==> src/rtl/lcd_text_sequencer_pkg.sv <==
// Shared constants, state encoding and the printable-character clamp for the
// LCD text sequencer.
package lcd_seq_pkg;

  localparam logic [1:0] OPER_IDLE  = 2'd0;
  localparam logic [1:0] OPER_CHAR  = 2'd1;
  localparam logic [1:0] OPER_INSTR = 2'd2;
  localparam logic [1:0] OPER_RESET = 2'd3;

  localparam logic [7:0] DDRAM_L1 = 8'h80;
  localparam logic [7:0] DDRAM_L2 = 8'hC0;
  localparam logic [7:0] SPACE    = 8'h20;
  localparam int         N_XACT   = 34;

  typedef enum logic [2:0] {
    ST_IDLE,
    ST_WAIT_RDY,
    ST_ISSUE,
    ST_WAIT_ACK,
    ST_WAIT_DONE,
    ST_FINISH,
    ST_ABORT
  } state_e;

  // Anything outside the LCD's printable ASCII range is shown as a blank.
  function automatic logic [7:0] clamp_char(input logic [7:0] c);
    return ((c < 8'h20) || (c > 8'h7E)) ? SPACE : c;
  endfunction

endpackage

==> src/rtl/lcd_text_sequencer_if.sv <==
// Host-side frame-buffer/refresh port plus the LCD driver command port.
interface lcd_text_sequencer_if;
  import lcd_seq_pkg::*;

  logic       BUF_WE;
  logic [4:0] BUF_ADDR;
  logic [7:0] BUF_WDATA;
  logic       REFRESH;
  logic       BUSY;
  logic       DONE;
  logic       ERR;
  logic       LCD_RDY;
  logic [7:0] LCD_DATA;
  logic [1:0] LCD_OPER;
  logic       LCD_ENB;

  modport master (
    output BUF_WE, BUF_ADDR, BUF_WDATA, REFRESH, LCD_RDY,
    input  BUSY, DONE, ERR, LCD_DATA, LCD_OPER, LCD_ENB
  );

  modport slave (
    input  BUF_WE, BUF_ADDR, BUF_WDATA, REFRESH, LCD_RDY,
    output BUSY, DONE, ERR, LCD_DATA, LCD_OPER, LCD_ENB
  );

endinterface

==> src/rtl/lcd_text_sequencer_frame_buf.sv <==
// 32-entry character frame buffer: clamped synchronous write, combinational read.
module lcd_frame_buf
  import lcd_seq_pkg::*;
(
  input  logic       CLK,
  input  logic       RST,
  input  logic       we_i,
  input  logic [4:0] addr_i,
  input  logic [7:0] wdata_i,
  input  logic [4:0] rd_addr_i,
  output logic [7:0] rd_data_o
);

  logic [7:0] mem_q [32];

  always_ff @(posedge CLK) begin
    if (RST) begin
      for (int i = 0; i < 32; i++) mem_q[i] <= SPACE;
    end else if (we_i) begin
      mem_q[addr_i] <= clamp_char(wdata_i);
    end
  end

  assign rd_data_o = mem_q[rd_addr_i];

endmodule

==> src/rtl/lcd_text_sequencer.sv <==
// Issues the 34-transaction 2x16 LCD refresh (two DDRAM address instructions
// and 32 characters) with a per-phase acknowledge watchdog and one-deep request merge.
module lcd_text_sequencer
  import lcd_seq_pkg::*;
#(
  parameter int ACK_TIMEOUT = 1024,
  parameter int TW          = 16
) (
  input logic           CLK,
  input logic           RST,
  lcd_text_sequencer_if.slave bus
);

  localparam logic [TW-1:0] WD_LIM = TW'(ACK_TIMEOUT);
  localparam logic [5:0]    K_LAST = 6'(N_XACT - 1);
  localparam logic [5:0]    K_L2   = 6'd17;

  state_e        state_q;
  logic [5:0]    k_q, k_d;
  logic [TW-1:0] wd_q, wd_d;
  logic          pend_q, busy_q, done_q, err_q, enb_q;
  logic [7:0]    data_q;
  logic [1:0]    oper_q;

  logic [4:0]    rd_addr;
  logic [7:0]    rd_data, buf_char, xact_data;
  logic [1:0]    xact_oper;
  logic          wd_hit;

  lcd_frame_buf u_buf (
    .CLK       (CLK),
    .RST       (RST),
    .we_i      (bus.BUF_WE),
    .addr_i    (bus.BUF_ADDR),
    .wdata_i   (bus.BUF_WDATA),
    .rd_addr_i (rd_addr),
    .rd_data_o (rd_data)
  );

  // Outputs are registered on entry to ISSUE, so the transaction is decoded
  // one cycle early; the write bypass keeps a same-cycle buffer write visible.
  always_comb begin
    k_d      = (state_q == ST_WAIT_DONE) ? k_q + 6'd1 : k_q;
    rd_addr  = k_d[4:0] - ((k_d < K_L2) ? 5'd1 : 5'd2);
    buf_char = (bus.BUF_WE && (bus.BUF_ADDR == rd_addr)) ? clamp_char(bus.BUF_WDATA)
                                                         : rd_data;
    if (k_d == 6'd0) begin
      xact_data = DDRAM_L1;
      xact_oper = OPER_INSTR;
    end else if (k_d == K_L2) begin
      xact_data = DDRAM_L2;
      xact_oper = OPER_INSTR;
    end else begin
      xact_data = buf_char;
      xact_oper = OPER_CHAR;
    end
    wd_d   = (wd_q == '1) ? wd_q : wd_q + TW'(1);
    wd_hit = (wd_q == WD_LIM);
  end

  always_ff @(posedge CLK) begin
    if (RST) begin
      state_q <= ST_IDLE;
      k_q     <= '0;
      wd_q    <= '0;
      pend_q  <= 1'b0;
      busy_q  <= 1'b0;
      done_q  <= 1'b0;
      err_q   <= 1'b0;
      enb_q   <= 1'b0;
      data_q  <= 8'h00;
      oper_q  <= OPER_IDLE;
    end else begin
      enb_q  <= 1'b0;
      done_q <= 1'b0;
      if (bus.REFRESH && (state_q != ST_IDLE)) pend_q <= 1'b1;

      case (state_q)
        ST_IDLE: begin
          if (bus.REFRESH || pend_q) begin
            k_q     <= '0;
            err_q   <= 1'b0;
            pend_q  <= 1'b0;
            busy_q  <= 1'b1;
            state_q <= ST_WAIT_RDY;
          end
        end
        ST_WAIT_RDY: begin
          if (bus.LCD_RDY) begin
            enb_q   <= 1'b1;
            data_q  <= xact_data;
            oper_q  <= xact_oper;
            wd_q    <= '0;
            state_q <= ST_ISSUE;
          end
        end
        // The watchdog already runs during the ENB cycle itself.
        ST_ISSUE: begin
          wd_q    <= wd_d;
          state_q <= ST_WAIT_ACK;
        end
        ST_WAIT_ACK: begin
          if (!bus.LCD_RDY) begin
            wd_q    <= '0;
            state_q <= ST_WAIT_DONE;
          end else if (wd_hit) begin
            err_q   <= 1'b1;
            busy_q  <= 1'b0;
            state_q <= ST_ABORT;
          end else begin
            wd_q <= wd_d;
          end
        end
        ST_WAIT_DONE: begin
          if (bus.LCD_RDY) begin
            if (k_q == K_LAST) begin
              done_q  <= 1'b1;
              busy_q  <= 1'b0;
              state_q <= ST_FINISH;
            end else begin
              k_q     <= k_d;
              enb_q   <= 1'b1;
              data_q  <= xact_data;
              oper_q  <= xact_oper;
              wd_q    <= '0;
              state_q <= ST_ISSUE;
            end
          end else if (wd_hit) begin
            err_q   <= 1'b1;
            busy_q  <= 1'b0;
            state_q <= ST_ABORT;
          end else begin
            wd_q <= wd_d;
          end
        end
        ST_FINISH: state_q <= ST_IDLE;
        ST_ABORT: begin
          pend_q  <= 1'b0;
          state_q <= ST_IDLE;
        end
        default: state_q <= ST_IDLE;
      endcase
    end
  end

  assign bus.BUSY     = busy_q;
  assign bus.DONE     = done_q;
  assign bus.ERR      = err_q;
  assign bus.LCD_ENB  = enb_q;
  assign bus.LCD_DATA = data_q;
  assign bus.LCD_OPER = oper_q;

endmodule

==> src/flat_wrapper.sv <==
// flat-port wrapper written by rule: the top's interface ports become plain ports
module lcd_text_sequencer_flat import lcd_seq_pkg::*;
#(
  parameter int ACK_TIMEOUT = 1024,
  parameter int TW          = 16
)
  (CLK, RST, bus_BUF_WE, bus_BUF_ADDR, bus_BUF_WDATA, bus_REFRESH, bus_LCD_RDY, bus_BUSY, bus_DONE, bus_ERR, bus_LCD_DATA, bus_LCD_OPER, bus_LCD_ENB);
  lcd_text_sequencer_if bus_i ();
  input logic CLK;
  input logic RST;
  input wire logic [$bits(bus_i.BUF_WE)-1:0] bus_BUF_WE;
  input wire logic [$bits(bus_i.BUF_ADDR)-1:0] bus_BUF_ADDR;
  input wire logic [$bits(bus_i.BUF_WDATA)-1:0] bus_BUF_WDATA;
  input wire logic [$bits(bus_i.REFRESH)-1:0] bus_REFRESH;
  input wire logic [$bits(bus_i.LCD_RDY)-1:0] bus_LCD_RDY;
  output wire logic [$bits(bus_i.BUSY)-1:0] bus_BUSY;
  output wire logic [$bits(bus_i.DONE)-1:0] bus_DONE;
  output wire logic [$bits(bus_i.ERR)-1:0] bus_ERR;
  output wire logic [$bits(bus_i.LCD_DATA)-1:0] bus_LCD_DATA;
  output wire logic [$bits(bus_i.LCD_OPER)-1:0] bus_LCD_OPER;
  output wire logic [$bits(bus_i.LCD_ENB)-1:0] bus_LCD_ENB;
  assign bus_i.BUF_WE = bus_BUF_WE;
  assign bus_i.BUF_ADDR = bus_BUF_ADDR;
  assign bus_i.BUF_WDATA = bus_BUF_WDATA;
  assign bus_i.REFRESH = bus_REFRESH;
  assign bus_i.LCD_RDY = bus_LCD_RDY;
  assign bus_BUSY = bus_i.BUSY;
  assign bus_DONE = bus_i.DONE;
  assign bus_ERR = bus_i.ERR;
  assign bus_LCD_DATA = bus_i.LCD_DATA;
  assign bus_LCD_OPER = bus_i.LCD_OPER;
  assign bus_LCD_ENB = bus_i.LCD_ENB;
  lcd_text_sequencer #(.ACK_TIMEOUT(ACK_TIMEOUT), .TW(TW)) u_core (.CLK(CLK), .RST(RST), .bus(bus_i));
endmodule
==> config.mk <==
export PLATFORM = sky130hd
export DESIGN_NAME = lcd_text_sequencer_flat
export DESIGN_NICKNAME = d
export VERILOG_FILES = /design/src/rtl/lcd_text_sequencer_pkg.sv /design/src/rtl/lcd_text_sequencer_if.sv /design/src/rtl/lcd_text_sequencer_frame_buf.sv /design/src/rtl/lcd_text_sequencer.sv /design/src/flat_wrapper.sv
export SDC_FILE = /design/constraint.sdc
export NUM_CORES = 1
export LEC_CHECK = 0
export CAP_MARGIN = 20
export CORE_MARGIN = 3
export CORE_UTILIZATION = 60
export DETAILED_ROUTE_END_ITERATION = 6
export PLACE_DENSITY = 0.77
export SYNTH_ARGS = -nofsm -noshare
export SYNTH_HDL_FRONTEND = slang
export SYNTH_HIERARCHICAL = 1
export SYNTH_SLANG_ARGS = --single-unit
==> constraint.sdc <==
create_clock -name CLK -period 10.8 [get_ports CLK]
set_clock_uncertainty 0.05 [all_clocks]
set_input_delay 2.7 -clock CLK [delete_from_list [all_inputs] [get_ports CLK]]
set_output_delay 2.7 -clock CLK [all_outputs]
set_load 0.01 [all_outputs]
Word level (Yosys, flattened, before mapping)
Memory sizes are Yosys's and may differ from the RTL's.
Cells that the tools add are included.
- flip-flop bits (word level): 40
- RAM bits: 256
- output and inout bits: 14
- logic and storage cells: 117
- memories kept: 1
- add/sub/neg operators: 3
- order comparisons: 3
- equal/unequal tests: 18
- mux-type cells: 61
- bitwise operators: 2
- reductions and logical operators: 19
- memories (memory ; words ; bits a word ; rd ports ; clocked after memory_dff ; wr ports ; line ; text):
    u_core.u_buf.mem_q ; 32 ; 8 ; 1 ; 0 ; 32 ; lcd_text_sequencer_frame_buf.sv:14 ; logic [7:0] mem_q [32];
- operators with widths (cell ; number):
    $mux W16 ; 6
    $mux W8 ; 8
    $pmux W16 S4 ; 1
    $mux W6 ; 4
    $mux W1 ; 21
    $mux W3 ; 6
    $add A16 B1 Y16 const B ; 1
    $eq A16 B11 Y1 const B ; 1
    $eq A16 B16 Y1 const B ; 1
    $pmux W8 S2 ; 1
    $reduce_and A4 Y1 ; 4
    $pmux W3 S5 ; 1
    $mux W2 ; 6
    $pmux W6 S2 ; 1
    $ne A2 B2 Y1 const B ; 5
    $gt A8 B7 Y1 const B ; 1
    $lt A8 B6 Y1 const B ; 1
    $reduce_or A8 Y1 ; 1
    $add A6 B1 Y6 const B ; 1
    $eq A3 B2 Y1 const B ; 2
    $eq A3 B3 Y1 const B ; 2
    $eq A6 B5 Y1 const B ; 1
    $eq A6 B6 Y1 const B ; 1
    $logic_not A6 Y1 ; 1
    20 further kinds ; 28

Logic depth before layout (Yosys ltp)
- word-level depth: 13
- mapped depth: 17
- mapped depth without buffers: 14

By module
Netlist, hierarchy kept.
- modules (own cells, without submodules) (module ; instances ; cells each ; area an instance (µm²)):
    lcd_frame_buf ; 1 ; 713 ; 11208.2
    lcd_text_sequencer ; 1 ; 367 ; 2780.2

Least setup slack after synthesis
Ideal clock, no wire load.
- kind: flip-flop to flip-flop
- from: reg u_core.state_q[2]
- to: reg u_core.data_q[5] (netlist: u_core/bus.LCD_DATA[5])
- library setup time: 0.117 ns
- arrival time: 4.784 ns
- required time: 10.633 ns
- slack: 5.848 ns
- stages on the path, launching flop included: 18
- path buffers: 4
- cells stage by stage: dfxtp_1 or3b_4 buf_6 inv_1 buf_2 ha_1 and4_1 o21a_1 ha_1 fa_1 xnor2_1 clkbuf_1 buf_1 mux4_2 mux4_2 mux2_2 o21bai_1 a32o_1
- elaborated cells between the ends (all ways): 23
- RTL lines (item ; line ; text):
    from (decl) ; lcd_text_sequencer.sv:18 ; state_e state_q;
    from (signal assigned) ; lcd_text_sequencer.sv:63 ; state_q <= ST_IDLE;
    from (signal assigned) ; lcd_text_sequencer.sv:85 ; state_q <= ST_WAIT_RDY;
    from (signal assigned) ; lcd_text_sequencer.sv:94 ; state_q <= ST_ISSUE;
    $eq A3 B3 Y1 * ; lcd_text_sequencer.sv:43 ; k_d = (state_q == ST_WAIT_DONE) ? k_q + 6'd1 : k_q;
    $mux W6 * ; lcd_text_sequencer.sv:43 ;
    $lt A6 B5 Y1 ; lcd_text_sequencer.sv:44 ; rd_addr = k_d[4:0] - ((k_d < K_L2) ? 5'd1 : 5'd2);
    $mux W2 ; lcd_text_sequencer.sv:44 ;
    $sub A5 B5 Y5 * ; lcd_text_sequencer.sv:44 ;
    via u_core.rd_addr[2] ; lcd_text_sequencer.sv:25 ; logic [4:0] rd_addr;
    $mem_v2 Z32 W8 * ; n/a ;
    via u_core.rd_data[5] ; lcd_text_sequencer.sv:26 ; logic [7:0] rd_data, buf_char, xact_data;
    $mux W8 * ; lcd_text_sequencer.sv:45 ; buf_char = (bus.BUF_WE && (bus.BUF_ADDR == rd_addr)) ? clamp_char(bus.BUF_WDATA)
    $mux W8 * ; lcd_text_sequencer.sv:50 ; end else if (k_d == K_L2) begin
    $mux W8 * ; lcd_text_sequencer.sv:47 ; if (k_d == 6'd0) begin
    $mux W8 ; lcd_text_sequencer.sv:116 ; if (k_q == K_LAST) begin
    $mux W8 ; lcd_text_sequencer.sv:115 ; if (bus.LCD_RDY) begin
    $pmux W8 S2 * ; lcd_text_sequencer.sv:78 ; case (state_q)
    to (signal assigned) ; lcd_text_sequencer.sv:91 ; data_q <= xact_data;
    to (signal assigned) ; lcd_text_sequencer.sv:123 ; data_q <= xact_data;
    to (decl) ; lcd_text_sequencer.sv:22 ; logic [7:0] data_q;
Mark *: on every way through the listed nets, which the timed path passes. The rest lies on a longest branch. The select of a mux whose other input is x is not followed.
A chain may end at the register's enable or synchronous reset.

Worst setup path in the final report
Same ends and word-level chain as after synthesis.

==> flow_summary.toml <==
[run_status]
outcome = "completed"

[logic_synthesis]
ys_seq_elements = 296
syn_avg_cell_area_um2 = 13.0
syn_area_um2 = 14000
syn_inst = 1080
ys_types = 72
synth_ff_type = "edfxtp_1"
synthArstFlopShare = 0
synth_edf_count = 256
synth_seq_area_share = 0.607
ys.warnings.count = 6

[critical_path]
r2r_end = "u_core/bus.LCD_DATA[5]$_SDFFE_PP0P_"
rr_worst_depth = 15
arrival_ns = 6.60
critPathMaxFanout = 47
critical_path_class = "register to register"
crit-reg2reg-launch = "u_core/state_q[2]$_SDFFE_PP0P_"
worstSetupEndpointType = "register"
reg2reg_slack_ns = 4.61
start_kind = "register"
crit_required_ns = 11.21

[clock_tree]
clk_pin_slew_ns = 0.06
htree_levels = 1
cts_buffers = 31
cts.sinks = 296
cts_tree = "built"
clk_path_buf_depth = 3
cts-hold-fix-buffers = 0
clk_latency_ns = 0.56
cts_resized = 0
cts_root_buffer = "clkbuf_16"
post_cts_buffers = 0

[die]
die_height_um = 159
dieArea_um2 = 25200
die_w_um = 159
pin_count = 32
fp-row-count = 55
start_util = 0.614
core_um2 = 22800

[power_and_ir_drop]
p_leak_nw = 5.21
p_total_mw = 2.61
ir_drop_v = 0.000135
power_density_nw_per_um2 = 167

[min_path]
min_path_cells = 2
worstHoldStart = "u_core/bus.LCD_OPER[1]$_SDFFE_PP0P_"
min_to = "u_core/bus.LCD_OPER[1]$_SDFFE_PP0P_"
hold_class = "register to register"

[timing]
hold_viol_final = 0
setup_tns_ns = 0
rsz0062_at_grt = "false"
setup_slack_ns = 4.61
fin_crit_sh = 0.573
fin_crit_ns = 6.19
holdWs_ns = 0.416
setup_viol = 0
tightest_slew_ns = 1.09
relSlewSlack = 0.270
max_freq_ghz = 0.162
slew_viol_final = 0

[grt]
grt_use_total = 0.266
grt_pass1_vias = 9034
grt.overflow.total = 0
grt_first_pass_wirelength_um = 51100
antenna_found_initial = 0
grt_max_degree = 69

[flow_run]
cap_violations = 0

[placed_design]
hpwl_um = 21700
portBuffers = 31
dp_slack_ns = 4.62
gp_congestion = 0.904

[finish]
areaGrowthSynthToFinish_pct = 11.9
fill_cells = 1529
drive_gt1_frac = 0.149
layout_common_cells = "256 x edfxtp_1, 229 x nor2_1, 80 x mux4_2, 61 x nand2_1, 53 x nand3_1"
final_common_cell = "edfxtp_1"
nets = 1137
fin_util = 0.687
n_antenna_cell = 0

[detailed_routing]
drt-initial-drc-count = 1010
wl_per_cell_um = 22.7
vias = 9196
firstDrtPassIters = 6
totalWireLength_um = 32900
via_per_inst = 6.35
ant_nets = 0
drc = 0
flip-flops by register name (all words and copies together) (netlist names), 2 cells and up:
register             count
u_core/state_q           3
u_core/bus.LCD_OPER      2
u_core/bus.LCD_DATA      8
u_core/wd_q             16
u_core/u_buf/mem_q     256
u_core/k_q               6
layer usage:
metal,vias to the layer above,GRT usage,wire length [um]
li1,4097,-,-
met1,4540,0.354,12500
met2,466,0.442,16400
met3,93,0.0489,2760
met4,0,0.0995,1310
met5,-,0,0
stage by stage:
step	cell area, um2	instances
2_1_floorplan	14100	1111
3_3_place_gp	14600	1389
3_5_place_dp	14600	1390
4_1_cts	15600	1447
5_1_grt	15700	1448
6_report	15700	1448
worst max-delay path, cell delays in order (launching register included):
cell	delay, ns
dfxtp_1	0.61
or3b_4	0.52
inv_1	0.30
mux2i_1	0.33
nor2b_1	0.14
and4_1	0.19
o21a_1	0.20
ha_1	0.24
fa_1	0.58
inv_4	0.31
buf_4	0.79
mux4_2	0.62
mux4_2	0.48
mux2_2	0.28
o21bai_1	0.15
a32o_1	0.25
area by class of cell:
type | instances | area (um2) | area share
multi-input combinational | 720 | 5290 | 0.338
clock buffer | 38 | 802 | 0.0512
sequential | 296 | 8490 | 0.542
inverter | 15 | 58.8 | 0.00376
timing repair buffer | 47 | 429 | 0.0274
clock inverter | 19 | 190 | 0.0122
tap | 313 | 392 | 0.0250
cell families (layout without fill, tap and decap cells):
family / count (synthesis) / count (layout) / synth area share
AND/OR/NAND/NOR: 459 / 459 / 0.152
flip-flops: 296 / 296 / 0.607
AO/OA/AOI/OAI: 117 / 117 / 0.0548
buffers and inverters: 95 / 119 / 0.0290
multiplexers: 91 / 91 / 0.137
XOR/XNOR: 13 / 13 / 0.0118
adder cells (fa/ha/maj): 8 / 8 / 0.00769
other: 1 / 32 / 0.000268
cells in the mapped netlist, drive strengths merged, types with 8 or more instances:
| library cell | instances | area (um2) |
|---|---|---|
| buf | 18 | 116 |
| and3 | 9 | 56.3 |
| nor3 | 14 | 70.1 |
| mux2 | 8 | 90.1 |
| nand2b | 36 | 225 |
| a21oi | 29 | 145 |
| inv | 15 | 56.3 |
| clkbuf | 62 | 233 |
| edfxtp | 256 | 7690 |
| dfxtp | 40 | 801 |
| nor2 | 230 | 871 |
| a31oi | 8 | 50.1 |
| o21ai | 26 | 130 |
| nand4 | 10 | 62.6 |
| nand3 | 53 | 265 |
| o211ai | 12 | 90.1 |
| mux4 | 80 | 1800 |
| nand2 | 61 | 229 |
report_power, final:
group          switching (mW)  internal [mW]
Clock                   0.443          0.601
Combinational           0.136         0.0937
Sequential             0.0295           1.30
how the worst max path moves through the flow:
stage | startpoint | endpoint | slack [ns] | depth (start not counted)
5_1_grt | u_core/state_q[2]$_SDFFE_PP0P_ | u_core/bus.LCD_DATA[5]$_SDFFE_PP0P_ | 4.21 | 15
3_3_place_gp | u_core/state_q[2]$_SDFFE_PP0P_ | u_core/bus.LCD_DATA[5]$_SDFFE_PP0P_ | 4.76 | 15
3_5_place_dp | u_core/state_q[2]$_SDFFE_PP0P_ | u_core/bus.LCD_DATA[5]$_SDFFE_PP0P_ | 4.62 | 15
2_1_floorplan | u_core/state_q[2]$_SDFFE_PP0P_ | u_core/bus.LCD_DATA[5]$_SDFFE_PP0P_ | 5.85 | 17
4_1_cts | u_core/state_q[2]$_SDFFE_PP0P_ | u_core/bus.LCD_DATA[5]$_SDFFE_PP0P_ | 4.60 | 15
6_report | u_core/state_q[2]$_SDFFE_PP0P_ | u_core/bus.LCD_DATA[5]$_SDFFE_PP0P_ | 4.61 | 15
No activity file was read; power rests on OpenSTA's default activity.
